$ cat config.mk
export PLATFORM = sky130hd
export DESIGN_NAME = mux_route
export DESIGN_NICKNAME = d
export VERILOG_FILES = /design/src/rtl/mux_route.sv
export SDC_FILE = /design/constraint.sdc
export NUM_CORES = 1
export LEC_CHECK = 0
export ABC_AREA = 0
export CAP_MARGIN = 10
export CORE_ASPECT_RATIO = 1.4
export CORE_MARGIN = 1.5
export CORE_UTILIZATION = 38
export DETAILED_ROUTE_END_ITERATION = 7
export PLACE_DENSITY = 0.77
export SETUP_SLACK_MARGIN = 0.2
export SYNTH_ARGS = -nofsm -noshare
export SYNTH_HDL_FRONTEND = slang
export SYNTH_SLANG_ARGS = --single-unit
$ cat constraint.sdc
create_clock -name clk -period 2.2 [get_ports clk]
set_input_delay 0.44 -clock clk [delete_from_list [all_inputs] [get_ports clk]]
set_output_delay 0.44 -clock clk [all_outputs]
set_load 0.05 [all_outputs]
$ cat src/rtl/mux_route.sv
// rtl/mux_route.sv - routes popped input-FIFO words to the output FIFO named by their destination field
// Optional per-destination word counters are built only when WORD_COUNT_EN is defined.
module mux_route #(
   parameter int DATA_WIDTH = 6,
   parameter int CNT_WIDTH  = 8
) (
   input  logic                  clk,
   input  logic                  reset_L,
   input  logic [3:0]            pop,
   input  logic [DATA_WIDTH-1:0] data_in0,
   input  logic [DATA_WIDTH-1:0] data_in1,
   input  logic [DATA_WIDTH-1:0] data_in2,
   input  logic [DATA_WIDTH-1:0] data_in3,
   input  logic                  err_clr,
   output logic [DATA_WIDTH-1:0] data_out,
   output logic [3:0]            push_out,
   output logic                  valid_out,
   output logic [1:0]            src_out,
   output logic                  err,
   output logic [CNT_WIDTH-1:0]  count0,
   output logic [CNT_WIDTH-1:0]  count1,
   output logic [CNT_WIDTH-1:0]  count2,
   output logic [CNT_WIDTH-1:0]  count3
);

   typedef enum logic [1:0] {S_IDLE, S_FETCH, S_ERR} state_t;

   state_t                  state;
   logic [3:0]              pop_q;
   logic                    pop_one;
   logic                    pop_multi;
   logic                    pop_q_one;
   logic [DATA_WIDTH-1:0]   sel_data;
   logic [1:0]              sel_src;

   always_comb begin
      pop_one   = (pop != 4'b0) && ((pop & (pop - 4'd1)) == 4'b0);
      pop_multi = (pop != 4'b0) && !pop_one;
      pop_q_one = (pop_q != 4'b0) && ((pop_q & (pop_q - 4'd1)) == 4'b0);
      sel_data  = data_in0;
      sel_src   = 2'd0;
      case (pop_q)
         4'b0010: begin sel_data = data_in1; sel_src = 2'd1; end
         4'b0100: begin sel_data = data_in2; sel_src = 2'd2; end
         4'b1000: begin sel_data = data_in3; sel_src = 2'd3; end
         default: begin sel_data = data_in0; sel_src = 2'd0; end
      endcase
   end

   // The output stage only looks at pop_q, so a word already in flight is
   // emitted even on the edge where a multi-hot pop moves the FSM to S_ERR.
   always_ff @(posedge clk or negedge reset_L) begin
      if (!reset_L) begin
         state     <= S_IDLE;
         pop_q     <= 4'b0;
         data_out  <= '0;
         push_out  <= 4'b0;
         valid_out <= 1'b0;
         src_out   <= 2'd0;
         err       <= 1'b0;
      end else begin
         valid_out <= pop_q_one;
         push_out  <= pop_q_one ? (4'b0001 << sel_data[DATA_WIDTH-1 -: 2]) : 4'b0;
         if (pop_q_one) begin
            data_out <= sel_data;
            src_out  <= sel_src;
         end
         case (state)
            S_IDLE, S_FETCH: begin
               if (pop_multi) begin
                  state <= S_ERR;
                  err   <= 1'b1;
                  pop_q <= 4'b0;
               end else begin
                  state <= pop_one ? S_FETCH : S_IDLE;
                  pop_q <= pop;
               end
            end
            S_ERR: begin
               pop_q <= 4'b0;
               if (err_clr) begin
                  state <= S_IDLE;
                  err   <= 1'b0;
               end
            end
            default: begin
               state <= S_IDLE;
               pop_q <= 4'b0;
               err   <= 1'b0;
            end
         endcase
      end
   end

`ifdef WORD_COUNT_EN
   logic [CNT_WIDTH-1:0] cnt [4];

   always_ff @(posedge clk or negedge reset_L) begin
      if (!reset_L) begin
         for (int d = 0; d < 4; d++) cnt[d] <= '0;
      end else begin
         for (int d = 0; d < 4; d++) begin
            if (push_out[d] && (cnt[d] != {CNT_WIDTH{1'b1}})) cnt[d] <= cnt[d] + 1'b1;
         end
      end
   end

   assign count0 = cnt[0];
   assign count1 = cnt[1];
   assign count2 = cnt[2];
   assign count3 = cnt[3];
`else
   assign count0 = '0;
   assign count1 = '0;
   assign count2 = '0;
   assign count3 = '0;
`endif

endmodule

==> flow_metrics.env, run 1 <==
export IMPL_status="complete, no violations"
export IMPL_hold_class="register to register"
export IMPL_maxCapViolations=0
export IMPL_drt_initial_drc_count=15
export IMPL_crit_arrival_ns=1.45
export IMPL_h_tree_depth=1
export IMPL_diodes=0
export IMPL_vias=965
export IMPL_finalSetupViolCount=0
export IMPL_period_needed_ns=1.89
export IMPL_critPathTopFamily="buffers and inverters"
export IMPL_tns_ns=0
export IMPL_synth_distinct_cells=34
export IMPL_synth_seq_area_share_pct=38.2
export IMPL_gp_congestion=0.702
export IMPL_rsz0062_at_grt="no"
export IMPL_synth_ff_latch_count=20
export IMPL_nNetsFinal=198
export IMPL_crit_type="register to primary output"
export IMPL_ant_nets=0
export IMPL_worst_ep_required_time_ns=1.76
export IMPL_ys_warn_count=0
export IMPL_area_growth_syn_to_layout_pct=29.4
export IMPL_critPathBufInv=1
export IMPL_wl_per_cell_um=12.6
export IMPL_grt_overflow=0
export IMPL_dp_slack_ns=0.275
export IMPL_clk_path_buf_depth=2
export IMPL_cts_root_buf="clkbuf_8"
export IMPL_core_um2=3350
export IMPL_fin_ws_ns=0.311
export IMPL_skew_ns=0.00552
export IMPL_placementRows=25
export IMPL_grt_max_degree=21
export IMPL_finalHoldViolations=0
export IMPL_total_power_w=0.00163
export IMPL_cpPeakStageDelay_ns=0.82
export IMPL_ir_drop_mv=0.546
export IMPL_die_w_um=52.6
export IMPL_max_freq_mhz=529
export IMPL_first_pass_iters=4
export IMPL_grt_usage_pct=13.4
export IMPL_clkTransAtPathRegs_ns=0.07
export IMPL_max_slew_margin_rel_pct=65.8
export IMPL_post_route_drc_count=0
export IMPL_worst_slew_pin_slew_ns=0.511
export IMPL_viasPerCell=4.71
export IMPL_cp_max_fo=3
export IMPL_hpwl_um=2130
export IMPL_fillers=309
export IMPL_antenna_found_initial=0
export IMPL_drive_above_1_share_pct=11.5
export IMPL_die_area_um2=3810
export IMPL_fin_util_pct=50.6
export IMPL_end_kind="primary output"
export IMPL_path_cells="clkdlybuf4s50_1"
export IMPL_start_kind="register"
export IMPL_boundaryPins=77
export IMPL_period_share_pct=85.8
export IMPL_syn_inst=122
export IMPL_cpMaxStageDelayCell="clkdlybuf4s50_1"
export IMPL_clk_latency_ns=0.25
export IMPL_cts_setup_buffers=0
export IMPL_grt_pass1_wl_um=3950
export IMPL_initial_core_util_pct=39.1
export IMPL_syn_avg_cell_area_um2=10.7
export IMPL_power_density_nw_per_um2=959
export IMPL_routed_wirelength_um=2590
export IMPL_fp_dieH_um=72.4
export IMPL_cts_buffers_inserted=3
export IMPL_synth_area_um2=1310
export IMPL_cts_sinks=20
export IMPL_power_leakage_nw=0.745
export IMPL_port_buffer_count=44
export IMPL_grt_pass1_vias=986
export IMPL_cts_tree="yes"
export IMPL_slew_viol_final=0
export IMPL_cts_hold_buf=0
==> metal layers <==
layer	part of all wire (%)	global-route usage (%)	vias up
met5	0	0	-
met4	0.35	4.56	0
met3	6.8	1.65	2
met2	59	27.6	43
met1	34	12.5	468
li1	-	-	452
==> state kept, by name, summed over array words and instances, names as in the netlist <==
name	cells
state	2
src_out	2
data_out	6
pop_q	4
err	1
push_out	4
valid_out	1
==> per-stage QoR <==
step,instance area (um2),hold slack [ns],cells
2_1_floorplan,1430,0.144,153
3_3_place_gp,1650,0.478,202
3_5_place_dp,1650,0.489,202
4_1_cts,1690,0.501,205
5_1_grt,1690,0.519,205
6_report,1690,0.492,205
==> power breakdown <==
part	internal (W)	leakage (nW)	switching, W	total (W)
Clock	0.000121	0.0216	0.000107	0.000228
Combinational	0.000307	0.471	0.000563	0.000870
Sequential	0.000462	0.253	0.0000655	0.000528
==> worst paths after layout <==
path	startpoint	endpoint	slack, ns	cells after the start
max	err	err	0.31	1
min	state[1]	state[0]	0.49	1
max reg2reg	pop_q[3]	data_out[2]	0.36	5
min reg2reg	state[1]	state[0]	0.49	1
max in group asynchronous	reset_L	pop_q[2]	1.45	2
min in group asynchronous	reset_L	data_out[2]	0.53	2
==> kinds of logic after synthesis <==
logic type,count (synthesis),share of synthesized area [%]
adders and majority gates,1,0.765
AOI/OAI and AO/OA,24,16.3
other,1,0.287
and+or+nand+nor,29,14.1
buffers and inverters,38,21.3
DFF,20,38.2
xor gates and xnor gates,2,2.77
muxes,7,6.31
==> repair_timing <==
item                                    CTS  global route
resized for setup                         0             1
endpoints found under the setup margin    0             4
endpoints found under the hold margin     0             0
==> cell type report <==
type                       instances  area (um2)  share of cell area [%]
timing repair buffer              45         448                    26.4
sequential                        20         502                    29.6
clock buffer                       3        41.3                    2.44
inverter                           2        7.51                   0.443
multi-input combinational         95         646                    38.1
tap                               40        50.0                    2.95
==> layout by cell type, fill, tap and decap left out, types with 2 or more instances in the layout <==
cell type,instances
a211o_1,2
a221o_1,6
a22o_1,6
and2_1,6
and3_1,2
clkbuf_8,3
clkdlybuf4s50_1,44
conb_1,32
dfrtp_1,19
mux2_2,6
nand2_1,2
nand3_1,2
nor2_1,9
nor2b_1,2
nor3_1,2
nor4b_2,2
o21ai_0,2
==> synthesized netlist by cell type (all sizes together) <==
cell    count  area, um2
a221oi      1       8.76
o31a        1       8.76
mux2        7       82.6
nor2        9       33.8
maj3        1       10.0
a211o       2       17.5
and2        6       37.5
nor4b       3       53.8
o22a        1       8.76
nor3        2       10.0
o211ai      2       28.8
conb        1       3.75
a221o       6       60.1
a21oi       1       5.00
and3        2       12.5
inv         2       7.50
or2         1       6.26
o21a        1       7.51
dfrtp      20        500
o21ai       3       15.0
nor2b       2       12.5
xor2        2       36.3
nand2       2       7.51
a22o        6       52.6
nand3       2       10.0
buf        36        272
No activity file was read; power rests on OpenSTA's default activity.
==> run 2, diff against run 1 <==
--- a/config.mk
+++ b/config.mk
@@ -11,6 +11,7 @@
 export CORE_MARGIN = 1.5
 export CORE_UTILIZATION = 38
 export DETAILED_ROUTE_END_ITERATION = 7
+export GPL_ROUTABILITY_DRIVEN = 0
 export PLACE_DENSITY = 0.77
 export SETUP_SLACK_MARGIN = 0.2
 export SYNTH_ARGS = -nofsm -noshare
==> results of run 2 <==
The final DEF is identical to that of run 1; final timing and power are the same.
